==> src/rtl/alu_arb_pkg.sv <==
// Shared types and constants for the two-port ALU arbiter/sequencer.
package alu_arb_pkg;

    localparam int OP_W       = 4;
    localparam int FLAG_W     = 3;
    localparam int FLAG_ZERO  = 0;
    localparam int FLAG_CARRY = 1;
    localparam int FLAG_OVF   = 2;

    typedef enum logic [1:0] {
        ST_IDLE = 2'd0,
        ST_BUSY = 2'd1,
        ST_RESP = 2'd2
    } arb_state_e;

    // Packs the ALU status lines into the {OVERFLOW, CARRY, ZERO} response field.
    function automatic logic [FLAG_W-1:0] pack_flags(
        input logic zero,
        input logic carry,
        input logic ovf
    );
        logic [FLAG_W-1:0] f;
        f             = '0;
        f[FLAG_ZERO]  = zero;
        f[FLAG_CARRY] = carry;
        f[FLAG_OVF]   = ovf;
        return f;
    endfunction

endpackage

==> src/rtl/alu_rr_arbiter.sv <==
// Two-way round-robin grant: a sole requester wins outright, a tie goes to
// the requester that was not served last.
module alu_rr_arbiter (
    input  logic [1:0] valid,
    input  logic       last_gnt,
    output logic       gnt,
    output logic       gnt_valid
);

    always_comb begin
        gnt_valid = |valid;
        gnt       = 1'b0;
        if (&valid) begin
            gnt = ~last_gnt;
        end else begin
            gnt = valid[1];
        end
    end

endmodule

==> src/rtl/alu_arbiter.sv <==
// Arbitrates two requesters onto one shared ALU, one operation in flight.
// Optional BUSY watchdog enabled by defining ALU_ARB_TIMEOUT_EN.
module alu_arbiter
    import alu_arb_pkg::*;
#(
    parameter int DATA_W         = 32,
    parameter int TIMEOUT_CYCLES = 16
) (
    input  logic              CK_REF,
    input  logic              RST_N,

    input  logic              REQ0_VALID,
    output logic              REQ0_READY,
    input  logic [OP_W-1:0]   REQ0_OP,
    input  logic [DATA_W-1:0] REQ0_A,
    input  logic [DATA_W-1:0] REQ0_B,

    input  logic              REQ1_VALID,
    output logic              REQ1_READY,
    input  logic [OP_W-1:0]   REQ1_OP,
    input  logic [DATA_W-1:0] REQ1_A,
    input  logic [DATA_W-1:0] REQ1_B,

    output logic              RSP0_VALID,
    output logic [DATA_W-1:0] RSP0_RESULT,
    output logic [FLAG_W-1:0] RSP0_FLAGS,
    output logic              RSP0_ERR,

    output logic              RSP1_VALID,
    output logic [DATA_W-1:0] RSP1_RESULT,
    output logic [FLAG_W-1:0] RSP1_FLAGS,
    output logic              RSP1_ERR,

    output logic              ALU_EN,
    output logic [OP_W-1:0]   ALU_OP,
    output logic [DATA_W-1:0] ALU_A,
    output logic [DATA_W-1:0] ALU_B,
    input  logic [DATA_W-1:0] ALU_OUT,
    input  logic              ALU_ZERO,
    input  logic              ALU_CARRY,
    input  logic              ALU_OVF,
    input  logic              ALU_DONE
);

    arb_state_e        state_q, state_d;
    logic              arb_gnt, arb_gnt_valid;
    logic              accept;
    logic              busy;
    logic              timeout_hit;
    logic              gnt_q;
    logic              last_gnt_q;
    logic [OP_W-1:0]   op_q;
    logic [DATA_W-1:0] a_q, b_q;
    logic [DATA_W-1:0] result_q;
    logic [FLAG_W-1:0] flags_q;
    logic [OP_W-1:0]   sel_op;
    logic [DATA_W-1:0] sel_a, sel_b;

    alu_rr_arbiter u_rr (
        .valid     ({REQ1_VALID, REQ0_VALID}),
        .last_gnt  (last_gnt_q),
        .gnt       (arb_gnt),
        .gnt_valid (arb_gnt_valid)
    );

    assign busy   = (state_q == ST_BUSY);
    assign accept = (state_q == ST_IDLE) && arb_gnt_valid;
    assign sel_op = arb_gnt ? REQ1_OP : REQ0_OP;
    assign sel_a  = arb_gnt ? REQ1_A  : REQ0_A;
    assign sel_b  = arb_gnt ? REQ1_B  : REQ0_B;

`ifdef ALU_ARB_TIMEOUT_EN
    localparam int CNT_W = $clog2(TIMEOUT_CYCLES + 1);

    logic [CNT_W-1:0] busy_cnt_q;
    logic             err_q;

    always_ff @(posedge CK_REF or negedge RST_N) begin
        if (!RST_N) begin
            busy_cnt_q <= '0;
        end else if (accept) begin
            busy_cnt_q <= '0;
        end else if (busy) begin
            busy_cnt_q <= busy_cnt_q + CNT_W'(1);
        end
    end

    // The count reads N-1 during the Nth BUSY cycle, so the limit fires on the last allowed one.
    assign timeout_hit = busy && !ALU_DONE && (busy_cnt_q == CNT_W'(TIMEOUT_CYCLES - 1));

    always_ff @(posedge CK_REF or negedge RST_N) begin
        if (!RST_N) begin
            err_q <= 1'b0;
        end else if (busy && ALU_DONE) begin
            err_q <= 1'b0;
        end else if (timeout_hit) begin
            err_q <= 1'b1;
        end
    end

    assign RSP0_ERR = RSP0_VALID && err_q;
    assign RSP1_ERR = RSP1_VALID && err_q;
`else
    logic unused_timeout_cfg;
    assign unused_timeout_cfg = ^TIMEOUT_CYCLES;
    assign timeout_hit        = 1'b0;
    assign RSP0_ERR           = 1'b0;
    assign RSP1_ERR           = 1'b0;
`endif

    always_ff @(posedge CK_REF or negedge RST_N) begin
        if (!RST_N) begin
            state_q <= ST_IDLE;
        end else begin
            state_q <= state_d;
        end
    end

    always_comb begin
        state_d = state_q;
        case (state_q)
            ST_IDLE: if (accept)                   state_d = ST_BUSY;
            ST_BUSY: if (ALU_DONE || timeout_hit)  state_d = ST_RESP;
            ST_RESP:                               state_d = ST_IDLE;
            default:                               state_d = ST_IDLE;
        endcase
    end

    // Request latches, result capture and round-robin history.
    always_ff @(posedge CK_REF or negedge RST_N) begin
        if (!RST_N) begin
            op_q       <= '0;
            a_q        <= '0;
            b_q        <= '0;
            gnt_q      <= 1'b0;
            last_gnt_q <= 1'b1;
            result_q   <= '0;
            flags_q    <= '0;
        end else begin
            if (accept) begin
                op_q  <= sel_op;
                a_q   <= sel_a;
                b_q   <= sel_b;
                gnt_q <= arb_gnt;
            end
            if (busy && ALU_DONE) begin
                result_q <= ALU_OUT;
                flags_q  <= pack_flags(ALU_ZERO, ALU_CARRY, ALU_OVF);
            end else if (timeout_hit) begin
                result_q <= '0;
                flags_q  <= '0;
            end
            if (state_q == ST_RESP) begin
                last_gnt_q <= gnt_q;
            end
        end
    end

    assign REQ0_READY = accept && !arb_gnt;
    assign REQ1_READY = accept &&  arb_gnt;

    assign ALU_EN = busy;
    assign ALU_OP = busy ? op_q : '0;
    assign ALU_A  = busy ? a_q  : '0;
    assign ALU_B  = busy ? b_q  : '0;

    assign RSP0_VALID  = (state_q == ST_RESP) && !gnt_q;
    assign RSP1_VALID  = (state_q == ST_RESP) &&  gnt_q;
    assign RSP0_RESULT = RSP0_VALID ? result_q : '0;
    assign RSP1_RESULT = RSP1_VALID ? result_q : '0;
    assign RSP0_FLAGS  = RSP0_VALID ? flags_q  : '0;
    assign RSP1_FLAGS  = RSP1_VALID ? flags_q  : '0;

endmodule

==> config.mk <==
export PLATFORM = sky130hd
export DESIGN_NAME = alu_arbiter
export DESIGN_NICKNAME = d
export VERILOG_FILES = /design/src/rtl/alu_arb_pkg.sv /design/src/rtl/alu_rr_arbiter.sv /design/src/rtl/alu_arbiter.sv
export SDC_FILE = /design/constraint.sdc
export NUM_CORES = 1
export LEC_CHECK = 0
export CELL_PAD_IN_SITES_DETAIL_PLACEMENT = 1
export CELL_PAD_IN_SITES_GLOBAL_PLACEMENT = 1
export CORE_UTILIZATION = 28
export DETAILED_ROUTE_END_ITERATION = 10
export PLACE_DENSITY = 0.82
export SYNTH_ARGS = -nofsm -noshare
export SYNTH_HDL_FRONTEND = slang
export SYNTH_SLANG_ARGS = --single-unit
==> constraint.sdc <==
create_clock -name CK_REF -period 2.1 [get_ports CK_REF]
set_input_delay 0.42 -clock CK_REF [delete_from_list [all_inputs] [get_ports CK_REF]]
set_output_delay 0.42 -clock CK_REF [all_outputs]
set_load 0.005 [all_outputs]
## Word level (Yosys, flattened, before mapping)

Cells that the tools add are included.

- Register bits after elaboration: 107
- Bits in latches: 0
- RAM bits: 0
- Memory bits (read-only): 0
- Input port bits: 176
- Output and inout port bits: 145
- Word-level logic and storage cells: 39
- Memories: 0

- Add/subtract/negate cells: 0
- $mul: 0
- Divide/modulo/power cells: 0
- Magnitude comparators: 0
- Eq/ne operators: 4
- Shifts and indexed selects: 0
- Mux-type cells: 14
- Bitwise gates (word level): 1
- Reduce and logical (&&, ||, !) cells: 12

Operator list:

| kind | count |
|---|---|
| 32-bit 2-to-1 mux | 6 |
| 4-bit 2-to-1 mux | 2 |
| 1-bit logical AND | 6 |
| 3-bit 2-to-1 mux | 2 |
| 2-bit 2-to-1 mux | 2 |
| 2-bit != test, second input constant | 2 |
| 2-bit one-hot mux with 2 select lines | 1 |
| 2-bit AND reduction | 2 |
| 2-bit by 1-bit == test with 1-bit output, second input constant | 1 |
| 2-bit == test, second input constant | 1 |
| 1-bit logical NOT | 2 |
| 2-bit logical NOT | 1 |
| 2-bit OR reduction | 1 |
| 1-bit 2-to-1 mux | 1 |
| 1-bit inverter | 1 |

## Depth between registers and ports, before layout

Gate-level depths: netlist (run 1).

- Depth in word-level cells: 4
- Gate-level depth with buffers: 5
- Mapped depth without buffers: 3

## Cells and area by module

From an unflattened synthesis (run 1), not the netlist that was laid out.

- Cell total of the unflattened synthesis: 468
- Area, all modules: 5,825.6 um^2

By module, submodules not included:

| module | times used | cells an instance | area each (um^2) | seq. area each (um^2) |
|---|---|---|---|---|
| alu_arbiter | 1 | 466 | 5,811.8 | 2,678.8 |
| alu_rr_arbiter | 1 | 2 | 13.8 | 0.0 |

## Least setup slack after synthesis (run 1)

OpenSTA, ideal clock, no wires.

- Path type: reg-to-output
- From: register state_q[0]
- To: output RSP1_RESULT[10]
- Arrival: 1.187 ns
- Slack: 0.493 ns
- Cell stages (with the launch flop): 5
- Buffers on the path: 1
- Cell sequence: dfrtp_1 nand2b_1 nor2_1 clkbuf_1 and2_1

- Word-level cells in the longest chain between the ends: 3

Ends and longest elaborated chain:

| element | RTL line | source |
|---|---|---|
| start, declared | alu_arbiter.sv:45 | `arb_state_e state_q, state_d;` |
| start signal, assigned | alu_arbiter.sv:115 | `state_q <= state_d;` |
| 2-bit == test | alu_arbiter.sv:168 | `assign RSP1_VALID = (state_q == ST_RESP) && gnt_q;` |
| 1-bit logical AND | alu_arbiter.sv:168 |  |
| 32-bit 2-to-1 mux | alu_arbiter.sv:170 | `assign RSP1_RESULT = RSP1_VALID ? result_q : '0;` |
| end, declared | alu_arbiter.sv:30 | `output logic [DATA_W-1:0] RSP1_RESULT,` |

Every way passes these cells.

## Worst setup path in the final report (run 1)

- From: register state_q[0]
- To: output RSP0_RESULT[15]

- Word-level cells in the longest chain between the ends: 3

Ends and longest elaborated chain:

| element | RTL line | source |
|---|---|---|
| 2-bit == test | alu_arbiter.sv:167 | `assign RSP0_VALID = (state_q == ST_RESP) && !gnt_q;` |
| 1-bit logical AND | alu_arbiter.sv:167 |  |
| 32-bit 2-to-1 mux | alu_arbiter.sv:169 | `assign RSP0_RESULT = RSP0_VALID ? result_q : '0;` |
| end, declared | alu_arbiter.sv:25 | `output logic [DATA_W-1:0] RSP0_RESULT,` |

Every way passes these cells.

==> results.json, run 1 <==
{
  "portBuffers": 318,
  "power_density_nw_per_um2": 1210,
  "drive_gt1_frac": 0.355,
  "synth_seq_area_share": 0.486,
  "drc_errors": 0,
  "placed_area_um2": 8980,
  "cp.required_ns": 1.68,
  "slew-limit-headroom": 0.570,
  "wirelength_um": 24400,
  "wl_per_cell_um": 22.2,
  "syn2layout_area_growth_pct": 80.8,
  "cts_tree": "built",
  "drtPass1Iterations": 4,
  "vias": 5404,
  "netSwitchingFraction": 0.345,
  "antenna_found_initial": 1,
  "top_layer_used": "met5",
  "critPathMaxFanout": 4,
  "rows": 50,
  "p_seq_frac": 0.315,
  "ys_ff_latch": 107,
  "synth_area_um2": 5510,
  "fin_worst_skew_ns": 0.0141,
  "outcome": "finished, violations left",
  "routed-wl-met3_um": 1880,
  "wl_met1_um": 9200,
  "cp.arrival_ns": 1.83,
  "ir_drop_mv": 0.448,
  "avgSynthCellArea_um2": 11.4,
  "ctsHoldBuffers": 0,
  "io_pins": 321,
  "path_clk_slew_ns": 0.08,
  "root_buffer": "clkbuf_16",
  "fin_area_um2": 9960,
  "violations": "negative setup slack",
  "worst_slack_ns": -0.147,
  "worstMarginPinSlew_ns": 0.644,
  "grt_pass1_vias": 5956,
  "min_period_ns": 2.25,
  "track_usage": 0.238,
  "start_util": 0.290,
  "max_freq_mhz": 445,
  "p_sw_uw": 4170,
  "synth_top_cell_area_share": 0.482,
  "rsz0062_at_grt": "true",
  "clockBufferDepth": 2,
  "core-area_um2": 19000,
  "dp_hpwl_um": 14800,
  "die_h_um": 142,
  "finalMaxSlewViolations": 0,
  "die_area_um2": 20200,
  "grt_max_degree": 69,
  "p_leak_uw": 0.00490,
  "clkPwrFrac": 0.152,
  "yosysWarnings": 0,
  "max_cap_violations": 0,
  "hold_viol": 0,
  "ys_types": 23,
  "cp-end-kind": "output pin",
  "worstSetupStartpointType": "register",
  "routabilityCongestion": 0.733,
  "globalRouteOverflowTotal": 0,
  "clkLatencyLatePin_ns": 0.36,
  "viasPerCell": 4.91,
  "htree_levels": 3,
  "dp_slack_ns": -0.297,
  "worstSetupPathType": "register to output pin",
  "grt_pass1_wl_um": 35600,
  "cts.sinks": 107,
  "die-width_um": 142,
  "drtIter0Drc": 206,
  "worstHoldPathType": "primary input to async pin",
  "internal_power_uw": 7900,
  "p_comb_frac": 0.533,
  "n_antenna_cell": 0,
  "setup_viol": 88,
  "cts_made_buffers": 9,
  "ant_nets": 0,
  "met2_length_um": 12600,
  "fin_nets": 1011,
  "synth_area_leaders": "dfrtp_1 48%, and2_1 16%, a221o_1 12%, and3_1 7.8%, mux2_1 4.5%",
  "syn_inst": 482,
  "synth_top_area_cell": "dfrtp_1",
  "fin_crit_sh": 1.07
}
==> area by class of cell <==
cell class | instances | area [µm²]
Inverter | 2 | 7.51
Clock buffer | 12 | 256
Timing Repair Buffer | 389 | 3970
Sequential cell | 107 | 2680
Fill cell | 2057 | 9060
Multi-Input combinational cell | 326 | 2670
Tap cell | 260 | 325
Clock inverter | 4 | 57.6
==> cells by family (layout without fill, tap and decap cells) <==
kind of cell	Yosys count	after routing	synth area share
other	1	2	0.000681
and+or+nand+nor	217	217	0.246
buffers and inverters	50	407	0.0645
DFF	107	107	0.486
muxes	35	35	0.0716
AOI/OAI and AO/OA	72	72	0.131
==> placed cells by master (no fill, tap or decap), drive strengths merged <==
cell type      netlist  layout
clkinvlp             0       1
dfstp                1       1
o21ai                1       1
nor2b                1       1
nand2                2       2
inv                  2       3
dlygate4sd2          0       5
and3                69      69
and2               139     139
nand2b               3       3
nor2                 3       3
clkdlybuf4s50        0     172
buf                 26     176
a21oi                1       1
a21boi               1       1
clkinv               0       1
mux2                35      35
a21o                 1       1
clkbuf              22      39
conb                 1       2
bufinv               0       1
clkdlybuf4s15        0       3
dfrtp              106     106
dlymetal6s2s         0       6
a221o               68      68
==> power by group through the flow <==
stage / clock network, µW / registers, µW / logic, µW
4_1_cts: 1880 / 3740 / 6220
3_3_place_gp: 0 / 3690 / 5060
2_1_floorplan: 0 / 3470 / 2770
5_1_grt: 1980 / 3920 / 6880
6_report: 1840 / 3800 / 6430
3_5_place_dp: 0 / 3710 / 5200
==> registers in the layout, indices dropped and copies added, names as in the netlist <==
register / flops
a_q: 32
b_q: 32
result_q: 32
op_q: 4
flags_q: 3
state_q: 2
gnt_q: 1
last_gnt_q: 1
==> through the flow <==
stage	hold WS [ns]	utilization	power (µW)	cells	setup TNS, ns
floorplan	0.124	-	6240	483	0
global placement	0.428	0.472	8750	1032	-6.77
detailed placement	0.439	0.472	8920	1032	-7.58
CTS	0.0517	0.515	11800	1086	-5.97
global route	0.0629	0.524	12800	1100	-10.99
finish	0.0442	0.524	12100	1100	-4.33
==> what timing repair did <==
action / 4_1_cts / 5_1_grt
setup endpoints to repair: 143 / 134
setup buffers: 23 / 18
gates cloned: 15 / 2
resized for setup: 509 / 146
pin swaps: 19 / 7
==> synth_stat cells (all sizes together) <==
cell      n
and3     69
mux2     35
nand2b    3
clkbuf   22
a21oi     1
inv       2
nor2b     1
a21boi    1
a21o      1
nand2     2
conb      1
nor2      3
buf      26
and2    139
dfstp     1
a221o    68
dfrtp   106
o21ai     1
==> path summary, 6_finish.rpt <==
check	startpoint	to	slack (ns)	depth (start not counted)
min reg2reg	b_q[12]$_DFFE_PN0P_	b_q[12]$_DFFE_PN0P_	0.51	1
max in group asynchronous	RST_N	last_gnt_q$_DFFE_PN1N_	1.67	2
min	RST_N	a_q[30]$_DFFE_PN0P_	0.04	2
max reg2reg	state_q[0]$_DFFE_PN0P_	b_q[21]$_DFFE_PN0P_	0.08	7
max	state_q[0]$_DFFE_PN0P_	RSP0_RESULT[15]	-0.15	9
min in group CK_REF	b_q[12]$_DFFE_PN0P_	b_q[12]$_DFFE_PN0P_	0.51	1
==> critical path, cell delays in order (launching register included) <==
cell	delay, ns
dfrtp_1	0.40
nand2b_4	0.17
buf_12	0.13
nor2_4	0.10
buf_6	0.12
buf_8	0.12
buf_16	0.12
buf_6	0.09
and2_4	0.13
buf_6	0.09
==> per-layer routing <==
metal	GRT usage	vias up
met5	0	-
met4	0.105	2
met3	0.0659	35
met2	0.425	234
met1	0.264	2694
li1	-	2439
No activity file was read; power rests on OpenSTA's default activity.
==> run 2, diff against run 1 <==
--- a/config.mk
+++ b/config.mk
@@ -8,6 +8,7 @@
 export CELL_PAD_IN_SITES_DETAIL_PLACEMENT = 1
 export CELL_PAD_IN_SITES_GLOBAL_PLACEMENT = 1
 export CORE_UTILIZATION = 28
+export CTS_CLUSTER_DIAMETER = 80
 export DETAILED_ROUTE_END_ITERATION = 10
 export PLACE_DENSITY = 0.82
 export SYNTH_ARGS = -nofsm -noshare
==> results of run 2 <==
The final DEF is identical to that of run 1; final timing and power are the same.
==> run 3, diff against run 2 <==
--- a/config.mk
+++ b/config.mk
@@ -7,6 +7,7 @@
 export LEC_CHECK = 0
 export CELL_PAD_IN_SITES_DETAIL_PLACEMENT = 1
 export CELL_PAD_IN_SITES_GLOBAL_PLACEMENT = 1
+export CORE_MARGIN = 4
 export CORE_UTILIZATION = 28
 export CTS_CLUSTER_DIAMETER = 80
 export DETAILED_ROUTE_END_ITERATION = 10
==> run 3 against run 2 <==
Effect of this change: the run still ends with negative setup slack left; maximum frequency grew 3.7%; critical endpoint is now ALU_A[4]; largest power group unchanged; design area down 4.3%; sequential share of layout area up 1.2 points; highest routed layer unchanged.
==> results.json, run 3 (same netlist as run 1, synthesis figures left out) <==
{
  "cp-end-kind": "output pin",
  "hold_viol": 0,
  "portBuffers": 318,
  "slowest_delay_ns": 0.42,
  "die_h_um": 148,
  "root_buffer": "clkbuf_16",
  "dp_hpwl_um": 15200,
  "dp_slack_ns": -0.182,
  "ir_drop_mv": 0.522,
  "fin_worst_skew_ns": 0.0128,
  "routabilityCongestion": 0.753,
  "drtPass1Iterations": 5,
  "slowest_stage": "dfrtp_2",
  "path_clk_slew_ns": 0.08,
  "globalRouteOverflowTotal": 0,
  "wirelength_um": 23300,
  "grt_pass1_vias": 5708,
  "drc_errors": 0,
  "finalMaxSlewViolations": 0,
  "rsz0062_at_grt": "true",
  "worstMarginPinSlew_ns": 0.647,
  "slew-limit-headroom": 0.569,
  "worstSetupStartpointType": "register",
  "worstPathCellList": "buf_6 -> nor2b_4 -> buf_12 -> buf_12 -> buf_16 -> buf_6 -> and2_4 -> buf_6",
  "htree_levels": 3,
  "max_freq_mhz": 462,
  "track_usage": 0.197,
  "worstHoldPathType": "primary input to async pin",
  "fin_crit_sh": 1.03,
  "p_seq_frac": 0.325,
  "cts.sinks": 107,
  "p_leak_uw": 0.00459,
  "core-area_um2": 19400,
  "clockBufferDepth": 2,
  "worstSetupPathType": "register to output pin",
  "worst_slack_ns": -0.0660,
  "critPathMaxFanout": 7,
  "cts_made_buffers": 9,
  "antenna_found_initial": 3,
  "violations": "negative setup slack",
  "reg_top3": "a_q (32), b_q (32), result_q (32)",
  "viasPerCell": 4.82,
  "mostFrequentLayoutCells": "174 x clkdlybuf4s50_1, 105 x dfrtp_1, 86 x and2_1",
  "clkLatencyLatePin_ns": 0.35,
  "ant_nets": 0,
  "start_util": 0.284,
  "grt_pass1_wl_um": 33700,
  "fin_cells": 1089,
  "setup_viol": 32,
  "hold_ws_ns": 0.0116,
  "use_met2": 0.354,
  "min_period_ns": 2.17,
  "power_density_nw_per_um2": 1220,
  "cp.required_ns": 1.68,
  "drtIter0Drc": 186,
  "syn2layout_area_growth_pct": 72.9,
  "finish.utilization": 0.491,
  "final_common_cell": "clkdlybuf4s50_1",
  "p_sw_uw": 4040,
  "fin_nets": 994,
  "use_met1": 0.223,
  "cp.arrival_ns": 1.75,
  "cts_tree": "built",
  "outcome": "finished, violations left",
  "busiest_layer": "met2",
  "die_area_um2": 22000,
  "io_pins": 321,
  "clkPwrFrac": 0.152,
  "dp_cells": 1036,
  "p_comb_frac": 0.523,
  "use_met3": 0.0622,
  "drive_gt1_frac": 0.350,
  "vias": 5245,
  "critPathTopFamily": "buffers and inverters",
  "max_cap_violations": 0,
  "netSwitchingFraction": 0.347,
  "internal_power_uw": 7590,
  "grt_max_degree": 70,
  "critPathBufInv": 6,
  "worst_path_most_repeated_cell": "buf_6",
  "rows": 51,
  "wl_per_cell_um": 21.4,
  "die-width_um": 148
}
-- run 3: cell count changes in the layout (fill, tap and decap cells not counted), moves of 3 or more --
cell            before  now
clkbuf_2            25   85
buf_2               61   14
buf_16              13    3
buf_12              20   12
dlymetal6s2s_1       6    0
buf_4               21   17
buf_6               58   54
clkbuf_16           11   15
dlygate4sd2_1        5    1
and2_1              83   86
and2_4              56   53
-- run 3: power groups by stage --
stage | registers, µW | logic [µW] | clock network (µW)
after CTS | 3730 | 5560 | 1830
after global placement | 3690 | 5000 | 0
after global routing | 3900 | 6550 | 1900
after detailed placement | 3730 | 5150 | 0
final | 3780 | 6080 | 1770
after floorplan | 3470 | 2770 | 0
-- run 3: cell type report --
type	instances	area, µm²
timing repair buffer	372	3540
clock buffer	9	225
multi-input combinational	326	2660
clock inverter	6	73.8
sequential	107	2680
inverter	2	7.51
tap	265	332
fill	2155	9870
antenna	2	5.00
-- run 3: path summary, 6_finish.rpt --
| kind | start | endpoint | slack, ns | cells after the start |
|---|---|---|---|---|
| worst max-delay path | state_q[1]$_DFFE_PN0P_ | ALU_A[4] | -0.07 | 8 |
| worst min-delay path | RST_N | a_q[10]$_DFFE_PN0P_ | 0.01 | 1 |
| worst max register to register | state_q[1]$_DFFE_PN0P_ | result_q[12]$_DFFE_PN0P_ | 0.08 | 9 |
| worst min register to register | b_q[10]$_DFFE_PN0P_ | b_q[10]$_DFFE_PN0P_ | 0.50 | 1 |
| max in group asynchronous | RST_N | a_q[0]$_DFFE_PN0P_ | 1.44 | 2 |
| min in group CK_REF | b_q[10]$_DFFE_PN0P_ | b_q[10]$_DFFE_PN0P_ | 0.50 | 1 |
-- run 3: timing repair --
item / CTS / global route
endpoints found under the setup margin: 169 / 207
buffers inserted: 22 / 6
pin swaps: 14 / 15
gates resized for setup: 369 / 242
gates cloned: 7 / 7
hold buffers: 0 / 0
-- run 3: through the flow --
step | setup TNS, ns | power (µW) | cell area (µm²)
after floorplan | 0 | 6240 | 5510
after global routing | -3.49 | 12400 | 9530
final | -0.720 | 11600 | 9530
after detailed placement | -7.31 | 8880 | 8930
after global placement | -4.65 | 8690 | 8930
after CTS | -3.16 | 11100 | 9530
-- run 3: routing by layer --
| metal | up-vias | wire, µm |
|---|---|---|
| met5 | - | 20 |
| met4 | 2 | 515 |
| met3 | 29 | 1860 |
| met2 | 246 | 11800 |
| met1 | 2560 | 9090 |
| li1 | 2408 | - |
